[config.mk]
export PLATFORM = sky130hd
export DESIGN_NAME = io_bus_ctrl_flat
export DESIGN_NICKNAME = d
export VERILOG_FILES = /design/src/rtl/io_bus_ctrl_pkg.sv /design/src/rtl/io_bus_ctrl_if.sv /design/src/rtl/io_bus_ctrl_sync_fifo.sv /design/src/rtl/io_bus_ctrl.sv /design/src/flat_wrapper.sv
export SDC_FILE = /design/constraint.sdc
export NUM_CORES = 1
export LEC_CHECK = 0
export ABC_AREA = 1
export CAP_MARGIN = 5
export CELL_PAD_IN_SITES_DETAIL_PLACEMENT = 0
export CELL_PAD_IN_SITES_GLOBAL_PLACEMENT = 1
export CORE_ASPECT_RATIO = 0.6
export CORE_MARGIN = 2
export CORE_UTILIZATION = 35
export DETAILED_ROUTE_END_ITERATION = 16
export PLACE_DENSITY_LB_ADDON = 0.1
export SLEW_MARGIN = 20
export SYNTH_ARGS = -nofsm -noshare
export SYNTH_HDL_FRONTEND = slang
export SYNTH_HIERARCHICAL = 1
export SYNTH_SLANG_ARGS = --single-unit
[constraint.sdc]
create_clock -name clk_i -period 2.1 [get_ports clk_i]
set_input_delay 0.63 -clock clk_i [delete_from_list [all_inputs] [get_ports clk_i]]
set_output_delay 0.63 -clock clk_i [all_outputs]
set_load 0.02 [all_outputs]
[src/rtl/io_bus_ctrl_pkg.sv]
// io_bus_ctrl_pkg: shared constants and types for the memory-mapped I/O controller.
//   addr_t       - CPU register address (word index)
//   ADDR_*       - register map
//   STAT_*       - bit positions inside the STAT register
package io_bus_ctrl_pkg;

  typedef logic [3:0] addr_t;

  localparam addr_t ADDR_LED  = 4'h0;
  localparam addr_t ADDR_TXD  = 4'h1;
  localparam addr_t ADDR_STAT = 4'h2;
  localparam addr_t ADDR_ERRC = 4'h3;

  localparam int STAT_EMPTY   = 0;
  localparam int STAT_FULL    = 1;
  localparam int STAT_CNT_LSB = 8;
  localparam int STAT_CNT_W   = 8;
  localparam int STAT_ERR     = 16;

endpackage

[src/rtl/io_bus_ctrl_if.sv]
// io_bus_ctrl_if: CPU-side register bus of io_bus_ctrl.
//   write_i/read_i  strobes, one transfer per cycle
//   addr_i/wdata_i  register address and write data
//   stall_o         write not accepted this cycle (CPU holds request)
//   rdata_o/rvalid_o registered read data and its one-cycle valid pulse
// Modports: master (CPU), slave (controller).
interface io_bus_ctrl_if;
  import io_bus_ctrl_pkg::*;

  logic        write_i;
  logic        read_i;
  addr_t       addr_i;
  logic [31:0] wdata_i;
  logic        stall_o;
  logic [31:0] rdata_o;
  logic        rvalid_o;

  modport master (
    output write_i, read_i, addr_i, wdata_i,
    input  stall_o, rdata_o, rvalid_o
  );

  modport slave (
    input  write_i, read_i, addr_i, wdata_i,
    output stall_o, rdata_o, rvalid_o
  );

endinterface

[src/rtl/io_bus_ctrl_sync_fifo.sv]
// sync_fifo: single-clock FIFO with occupancy count.
//   clk_i, rst_i (async, active-high)
//   push_i/din_i   write side; ignored when full
//   pop_i/dout_o   read side; dout_o is the head entry; ignored when empty
//   full_o, empty_o, count_o ($clog2(DEPTH)+1 bits)
// DEPTH must be a power of two so the pointers wrap by natural overflow.
module sync_fifo #(
  parameter int WIDTH = 8,
  parameter int DEPTH = 8
) (
  input  logic                       clk_i,
  input  logic                       rst_i,
  input  logic                       push_i,
  input  logic [WIDTH-1:0]           din_i,
  input  logic                       pop_i,
  output logic [WIDTH-1:0]           dout_o,
  output logic                       full_o,
  output logic                       empty_o,
  output logic [$clog2(DEPTH):0]     count_o
);

  localparam int AW = $clog2(DEPTH);
  localparam int CW = AW + 1;

  logic [WIDTH-1:0] mem [DEPTH];
  logic [AW-1:0]    wr_ptr;
  logic [AW-1:0]    rd_ptr;
  logic [CW-1:0]    cnt;
  logic             do_push;
  logic             do_pop;

  assign full_o  = (cnt == CW'(DEPTH));
  assign empty_o = (cnt == '0);
  assign count_o = cnt;
  assign dout_o  = mem[rd_ptr];

  assign do_push = push_i && !full_o;
  assign do_pop  = pop_i && !empty_o;

  // Storage is not reset: contents are only observable through valid entries.
  always_ff @(posedge clk_i) begin
    if (do_push) mem[wr_ptr] <= din_i;
  end

  always_ff @(posedge clk_i or posedge rst_i) begin
    if (rst_i) begin
      wr_ptr <= '0;
      rd_ptr <= '0;
      cnt    <= '0;
    end else begin
      if (do_push) wr_ptr <= wr_ptr + 1'b1;
      if (do_pop)  rd_ptr <= rd_ptr + 1'b1;
      case ({do_push, do_pop})
        2'b10:   cnt <= cnt + 1'b1;
        2'b01:   cnt <= cnt - 1'b1;
        default: cnt <= cnt;
      endcase
    end
  end

endmodule

[src/rtl/io_bus_ctrl.sv]
// io_bus_ctrl: memory-mapped I/O controller between CPU strobes and peripherals.
//   clk_i, rst_i (async, active-high)
//   bus            CPU register bus (io_bus_ctrl_if.slave)
//   led_o          LED register
//   uart_valid_o/uart_data_o/uart_ready_i  TX byte stream out of the queue
//   err_o          sticky flag: access to an unmapped address
module io_bus_ctrl
  import io_bus_ctrl_pkg::*;
#(
  parameter int FIFO_DEPTH = 8,
  parameter int LED_W      = 6
) (
  input  logic             clk_i,
  input  logic             rst_i,
  io_bus_ctrl_if.slave     bus,
  output logic [LED_W-1:0] led_o,
  output logic             uart_valid_o,
  output logic [7:0]       uart_data_o,
  input  logic             uart_ready_i,
  output logic             err_o
);

  localparam int CW = $clog2(FIFO_DEPTH) + 1;

  logic          is_led, is_txd, is_stat, is_errc, is_unmapped;
  logic          fifo_full, fifo_empty;
  logic [CW-1:0] fifo_count;
  logic          push, pop;
  logic [31:0]   rd_mux;
  logic [31:0]   rdata_q;
  logic          rvalid_q;
  logic          err_q;
  logic [LED_W-1:0] led_q;
  logic          unused_wdata;

  assign is_led      = (bus.addr_i == ADDR_LED);
  assign is_txd      = (bus.addr_i == ADDR_TXD);
  assign is_stat     = (bus.addr_i == ADDR_STAT);
  assign is_errc     = (bus.addr_i == ADDR_ERRC);
  assign is_unmapped = !(is_led || is_txd || is_stat || is_errc);

  // Stall depends only on the registered full flag; a same-cycle pop
  // does not let the held write through.
  assign bus.stall_o = bus.write_i && is_txd && fifo_full;
  assign push        = bus.write_i && is_txd && !fifo_full;
  assign pop         = !fifo_empty && uart_ready_i;

  sync_fifo #(
    .WIDTH (8),
    .DEPTH (FIFO_DEPTH)
  ) u_fifo (
    .clk_i   (clk_i),
    .rst_i   (rst_i),
    .push_i  (push),
    .din_i   (bus.wdata_i[7:0]),
    .pop_i   (pop),
    .dout_o  (uart_data_o),
    .full_o  (fifo_full),
    .empty_o (fifo_empty),
    .count_o (fifo_count)
  );

  assign uart_valid_o = !fifo_empty;

  always_ff @(posedge clk_i or posedge rst_i) begin
    if (rst_i) begin
      led_q <= '0;
    end else if (bus.write_i && is_led) begin
      led_q <= bus.wdata_i[LED_W-1:0];
    end
  end

  assign led_o = led_q;

  // Clear has priority over a same-cycle unmapped access.
  always_ff @(posedge clk_i or posedge rst_i) begin
    if (rst_i) begin
      err_q <= 1'b0;
    end else if (bus.write_i && is_errc) begin
      err_q <= 1'b0;
    end else if ((bus.write_i || bus.read_i) && is_unmapped) begin
      err_q <= 1'b1;
    end
  end

  assign err_o = err_q;

  // Read mux samples pre-edge state, so STAT shows the queue before any
  // same-cycle push or pop.
  always_comb begin
    rd_mux = '0;
    if (is_led) begin
      rd_mux[LED_W-1:0] = led_q;
    end else if (is_stat) begin
      rd_mux[STAT_EMPTY] = fifo_empty;
      rd_mux[STAT_FULL]  = fifo_full;
      rd_mux[STAT_CNT_LSB +: STAT_CNT_W] = STAT_CNT_W'(fifo_count);
      rd_mux[STAT_ERR]   = err_q;
    end
  end

  always_ff @(posedge clk_i or posedge rst_i) begin
    if (rst_i) begin
      rvalid_q <= 1'b0;
      rdata_q  <= '0;
    end else begin
      rvalid_q <= bus.read_i;
      if (bus.read_i) rdata_q <= rd_mux;
    end
  end

  assign bus.rvalid_o = rvalid_q;
  assign bus.rdata_o  = rdata_q;

  assign unused_wdata = ^bus.wdata_i[31:8];

endmodule

[src/flat_wrapper.sv]
// flat-port wrapper written by rule: the top's interface ports become plain ports
module io_bus_ctrl_flat import io_bus_ctrl_pkg::*;
#(
  parameter int FIFO_DEPTH = 8,
  parameter int LED_W      = 6
)
  (clk_i, rst_i, led_o, uart_valid_o, uart_data_o, uart_ready_i, err_o, bus_write_i, bus_read_i, bus_addr_i, bus_wdata_i, bus_stall_o, bus_rdata_o, bus_rvalid_o);
  io_bus_ctrl_if bus_i ();
  input  logic clk_i;
  input  logic rst_i;
  output logic [LED_W-1:0] led_o;
  output logic uart_valid_o;
  output logic [7:0] uart_data_o;
  input  logic uart_ready_i;
  output logic err_o;
  input wire logic [$bits(bus_i.write_i)-1:0] bus_write_i;
  input wire logic [$bits(bus_i.read_i)-1:0] bus_read_i;
  input wire logic [$bits(bus_i.addr_i)-1:0] bus_addr_i;
  input wire logic [$bits(bus_i.wdata_i)-1:0] bus_wdata_i;
  output wire logic [$bits(bus_i.stall_o)-1:0] bus_stall_o;
  output wire logic [$bits(bus_i.rdata_o)-1:0] bus_rdata_o;
  output wire logic [$bits(bus_i.rvalid_o)-1:0] bus_rvalid_o;
  assign bus_i.write_i = bus_write_i;
  assign bus_i.read_i = bus_read_i;
  assign bus_i.addr_i = bus_addr_i;
  assign bus_i.wdata_i = bus_wdata_i;
  assign bus_stall_o = bus_i.stall_o;
  assign bus_rdata_o = bus_i.rdata_o;
  assign bus_rvalid_o = bus_i.rvalid_o;
  io_bus_ctrl #(.FIFO_DEPTH(FIFO_DEPTH), .LED_W(LED_W)) u_core (.clk_i(clk_i), .rst_i(rst_i), .bus(bus_i), .led_o(led_o), .uart_valid_o(uart_valid_o), .uart_data_o(uart_data_o), .uart_ready_i(uart_ready_i), .err_o(err_o));
endmodule
==> results of run 1 <==
worst max-delay path, stage by stage, from the launching register on:
cell and delay (ps):
dfrtp_2 440, buf_12 170, nor2_1 110, nor2_1 40, nand2_1 100, nand2_1 70, nand2_1 60, nand2_1 50
buf_4 150
where the power goes:
part	leakage [nW]	switching [mW]	internal (mW)	total [mW]
Sequential	0.945	0.127	2.11	2.24
Clock	0.153	0.660	1.07	1.73
Combinational	1.43	1.62	1.22	2.84
kinds of logic (layout without fill, tap and decap cells):
family | Yosys count | in the layout | synth area share
buffers and inverters | 91 | 156 | 0.108
AO/OA/AOI/OAI | 20 | 20 | 0.0236
other | 1 | 22 | 0.000852
XOR/XNOR | 6 | 6 | 0.0119
AND/OR/NAND/NOR | 263 | 263 | 0.236
adder cells (fa/ha/maj) | 6 | 6 | 0.0188
flip-flops | 93 | 93 | 0.601
registers in the layout (all words and copies together), names as in the netlist:
| register | cells |
|---|---|
| u_core/u_fifo/mem | 64 |
| u_core/u_fifo/rd_ptr | 3 |
| u_core/err_o | 1 |
| u_core/bus.rvalid_o | 1 |
| u_core/u_fifo/wr_ptr | 3 |
| u_core/u_fifo/count_o | 4 |
| u_core/bus.rdata_o | 11 |
| u_core/led_o | 6 |
layout by cell type, fill, tap and decap left out, types with 2 or more instances in the layout:
master	count
nor2_2	6
nand2_2	6
nand3_2	2
conb_1	21
xnor2_1	4
buf_6	5
nand3_1	8
ha_4	2
xor2_1	2
buf_4	40
inv_1	49
nor3_1	8
o21ai_0	12
clkbuf_2	3
nand2_1	163
clkbuf_1	3
nor2_1	67
buf_12	3
clkdlybuf4s50_1	29
dlygate4sd2_1	3
edfxtp_1	64
inv_2	6
clkbuf_16	11
dfrtp_2	2
ha_1	3
dfrtp_1	27
o21ai_1	7
path summary, 6_finish.rpt:
kind                                          startpoint                       end  slack (ps)  depth (start not counted)
worst max-delay path             u_core/u_fifo/rd_ptr[0]            uart_data_o[5]         -70                          8
worst min-delay path               u_core/bus.rdata_o[1]     u_core/bus.rdata_o[1]         490                          2
worst max register to register  u_core/u_fifo/count_o[1]  u_core/u_fifo/count_o[2]         130                         12
worst min register to register     u_core/bus.rdata_o[1]     u_core/bus.rdata_o[1]         490                          2
max in group asynchronous                          rst_i   u_core/u_fifo/rd_ptr[0]        1120                          2
min in group asynchronous                          rst_i  u_core/u_fifo/count_o[2]         630                          2
metrics by stage:
stage,power (mW),instances,instance area (um^2),worst slack [ps],hold slack (ps)
floorplan,4.01,500,4500,-199,470
global placement,5.06,712,5220,-586,469
detailed placement,5.06,712,5220,-592,468
CTS,6.80,729,5520,-70.6,493
global route,7.33,730,5560,-189,519
finish,6.81,731,5570,-66.4,487
final cells by class:
type | count | area, um^2 | area share
clock inverter | 2 | 37.5 | 0.00674
tap | 165 | 206 | 0.0371
antenna | 1 | 2.50 | 0.000450
timing repair buffer | 85 | 766 | 0.138
sequential | 93 | 2650 | 0.476
multi-input combinational | 316 | 1410 | 0.253
inverter | 55 | 206 | 0.0371
clock buffer | 14 | 287 | 0.0515
what timing repair did:
item / 4_1_cts / 5_1_grt
hold endpoints to repair: 0 / 0
endpoints found under the setup margin: 77 / 21
resized for setup: 55 / 24
pin swaps: 5 / 12
buffers inserted: 1 / 1
layer usage:
layer  vias up  GRT usage  share of wire
met5         -          0              0
met2        61      0.226           0.41
met1      1446      0.238           0.53
met4         0     0.0405          0.010
li1       1611          -              -
met3        12     0.0429          0.051
==> results.cfg, run 1 <==
[status]
status = finished with violations
violations = negative setup slack

[cells_and_area]
syn2layout_area_growth_pct = 26.4
layout-drive-gt1-share = 0.165
layout.nets = 607
nFillCells = 1183
utilization = 0.457

[sta]
tns_ps = -320
skew_ps = 6.52
finalSetupViolations = 8
layout_setup_ws_ps = -66.4
rsz0062_at_grt = yes
slew_viol_final = 0
fin_crit_sh = 1.03
clock.fmax_ghz = 0.462
hold_viol_final = 0
post-route-min-period_ps = 2170

[clocking]
cts_buffer_depth = 2
cts_root_buffer = clkbuf_16
clkLatencyLatePin_ps = 340
clk_pin_slew_ps = 60
cts_tree = done
cts.sinks = 93
htreeDepth = 3
cts_made_buffers = 9
cts_hold_buf = 0

[floorplanning]
row_count = 31
die-area_um2 = 13500
die_h_um = 90.9
ioPinCount = 91
core_um2 = 12200
die_width_um = 149
start_util = 0.362

[grt]
grt_antenna_before_repair = 0
grt_usage = 0.159
grt_start_max_net_pins = 36
grt_pass1_vias = 2894
grt_pass1_wl_mm = 15.8
grt_overflow_total = 0

[pwr]
leakage_nw = 2.53
vdd_drop_max_uv = 465
pwr_density_cell_nw_per_um2 = 1220

[yosys]
synth.most_common_cell = nand2_1
synth_edf_count = 64
synth-seq-cells = 93
netlist_area_um2 = 4400
synthCells = 480
synthTopCellsByCount = 167 x nand2_1, 71 x nor2_1, 64 x edfxtp_1
ys_seq_area_frac = 0.601
ys_types = 26
yosys.area.top_type = edfxtp_1
synthArstFlopShare = 0.312
synthTopCellsByArea = edfxtp_1 44%, dfrtp_1 16%, nand2_1 14%, nor2_1 6.1%, inv_1 4.6%
yosysWarnings = 6
synth_top_cell_area_share = 0.436
synthFlopType = edfxtp_1
synth_area_per_cell_um2 = 9.17

[routing]
final_antenna_net_count = 0
route.detailed.drc = 0
num_vias = 3130
first_pass_iters = 4
totalWireLength_mm = 10.0
via_per_inst = 4.28
drt_iter0_markers = 194
routedWlPerCell_um = 13.7

[worst_setup_path]
worst-path-max-fanout = 30
cp-start-kind = register
critPathArrivalTime_ps = 1540
path_class = reg2out
end_kind = output pin
cp.required_ps = 1470

[run]
max_cap_violations = 0

[placement]
post-dp-hpwl_mm = 7.04
gp_congestion = 0.770
io_buffers = 45

[min_path]
hp-class = reg2reg
(Power assumes the default switching activity.)
==> run 2: changes to the inputs <==
--- a/config.mk
+++ b/config.mk
@@ -10,7 +10,6 @@
 export CELL_PAD_IN_SITES_DETAIL_PLACEMENT = 0
 export CELL_PAD_IN_SITES_GLOBAL_PLACEMENT = 1
 export CORE_ASPECT_RATIO = 0.6
-export CORE_MARGIN = 2
 export CORE_UTILIZATION = 35
 export DETAILED_ROUTE_END_ITERATION = 16
 export PLACE_DENSITY_LB_ADDON = 0.1
==> run 2 against run 1 <==
Utilization rose by 1.9 points. Sequential cell count stayed put. Count of clock-buffer cells in the layout fell by 4. Register-to-register slack got worse by 30 ps. Sequential share of layout area is 1.8 points lower. Combinational power up 16%. Critical path type unchanged. Sequential power barely moved. Clock power is 14% lower. The flow still finishes with violations (negative setup slack). Global-route usage up 1.9 points. Maximum frequency down 1.1%. Via count is 2.3% higher. Clock skew down 1.8 ps.
==> results.cfg, run 2 (same netlist as run 1, synthesis figures left out) <==
[status]
status = finished with violations
violations = negative setup slack

[floorplanning]
core_um2 = 12100
start_util = 0.363
row_count = 31
ioPinCount = 91
die-area_um2 = 13000
die_width_um = 147
die_h_um = 88.9

[cells_and_area]
largest_register = u_core/u_fifo/mem
insertedDiodeCount = 0
final_common_cell = nand2_1
syn2layout_area_growth_pct = 31.2
nFillCells = 1174
utilization = 0.476
layout.nets = 621
largest_register_ffs = 64
most-common-layout-cells = 147 x nand2_1, 64 x edfxtp_1, 60 x nor2_1, 51 x inv_1, 46 x buf_4
layout-drive-gt1-share = 0.223

[pwr]
p_int_mw = 4.43
seq_power_share = 0.321
leakage_nw = 2.61
switching_share = 0.370
finalPower_mw = 7.03
pwr_density_cell_nw_per_um2 = 1220
clockPowerShare = 0.210
vdd_drop_max_uv = 451
power.switching_mw = 2.61
pwr-share-comb = 0.469

[sta]
finalSetupViolations = 8
tns_ps = -512
rsz0062_at_grt = yes
clock.fmax_ghz = 0.457
fin_crit_sh = 1.04
layout_setup_ws_ps = -90.4
skew_ps = 4.69
hold_viol_final = 0
slew_viol_final = 0
post-route-min-period_ps = 2190

[worst_setup_path]
cp_common_cell = nand2_2
end_kind = output pin
cp-start-kind = register
path_cells = buf_6 -> buf_16 -> nand2_2 -> nand2_1 -> nand2_2 -> nand2_1 -> nand2_2 -> buf_6
path_class = reg2out
slowest_stage = dfrtp_2
critPathMaxStageDelay_ps = 480
r2r_cells = 11
critPathArrivalTime_ps = 1560
worst-path-max-fanout = 7
cp.required_ps = 1470

[clocking]
cts_root_buffer = clkbuf_16
cts.sinks = 93
cts_hold_buf = 0
cts_made_buffers = 9
cts_tree = done
clk_pin_slew_ps = 60
cts_buffer_depth = 2
clkLatencyLatePin_ps = 340
htreeDepth = 3

[placement]
io_buffers = 45
post-dp-hpwl_mm = 7.13
gp_congestion = 0.729
place_ws_ps = -569

[grt]
grt_pass1_vias = 3172
grt_start_max_net_pins = 26
grt_antenna_before_repair = 0
grt_pass1_wl_mm = 17.0
grt_overflow_total = 0
grt_usage = 0.178

[routing]
wl_met1_mm = 5.66
wl_met3_um = 406
first_pass_iters = 4
drt_iter0_markers = 150
num_vias = 3201
final_antenna_net_count = 0
totalWireLength_mm = 10.6
wl_met2_mm = 4.43
route.detailed.drc = 0
top_layer = met4
routedWlPerCell_um = 14.3
via_per_inst = 4.30

[min_path]
hold_depth = 2
hp-class = reg2reg

[run]
max_cap_violations = 0
[run 2: cell count changes in the layout (fill, tap and decap cells not counted), moves of 3 or more]
cell      delta
buf_6        +6
clkinv_2     +3
buf_4        +6
nand2_1     -16
nor2_2       +5
nand2_2     +14
nor2_1       -7
[run 2: power by group through the flow]
stage	Clock, mW	Sequential (mW)	Combinational, mW
final	1.48	2.26	3.30
after global routing	1.59	2.28	3.65
after detailed placement	0	2.29	2.79
after floorplan	0	2.29	1.71
after CTS	1.52	2.26	3.24
after global placement	0	2.29	2.78
[run 2: cell type report]
cell class,count,area (um^2),area share
Sequential cell,93,2650,0.459
Tap cell,165,206,0.0357
Clock inverter,6,38.8,0.00672
Multi-Input combinational cell,316,1500,0.259
Timing Repair Buffer,99,951,0.165
Inverter,55,206,0.0357
Clock buffer,10,229,0.0396
[run 2: final timing paths]
check | to | slack [ps] | from
hold / removal | u_core/bus.rdata_o[16] | 490 | u_core/bus.rdata_o[16]
min in group asynchronous | u_core/bus.rdata_o[9] | 520 | rst_i
setup reg to reg | u_core/u_fifo/count_o[1] | 100 | u_core/u_fifo/count_o[3]
hold reg to reg | u_core/bus.rdata_o[16] | 490 | u_core/bus.rdata_o[16]
max in group asynchronous | u_core/led_o[3] | 1130 | rst_i
setup / recovery | uart_data_o[4] | -90 | u_core/u_fifo/rd_ptr[0]
[run 2: metrics by stage]
| step | hold WS (ps) | instance area [um^2] | std cells |
|---|---|---|---|
| detailed placement | 475 | 5240 | 713 |
| CTS | 493 | 5740 | 744 |
| global placement | 468 | 5240 | 713 |
| global route | 508 | 5780 | 744 |
| finish | 488 | 5780 | 744 |
| floorplan | 470 | 4500 | 500 |
[run 2: metal layers]
layer | GRT usage | up-vias
met5 | 0 | -
met4 | 0.0436 | 0
met3 | 0.0381 | 11
met2 | 0.270 | 62
met1 | 0.259 | 1490
li1 | - | 1638
[run 2: repair_timing]
action,in CTS,in global routing
setup endpoints to repair,77,13
gates resized for setup,93,19
pin swaps,30,13
setup buffers,12,0
gates cloned,3,0
[run 2: critical path: cells and delay by family (launching register included)]
family,cells,cell delay (ps)
simple gates,5,310
flops,1,480
buf+inv,3,420
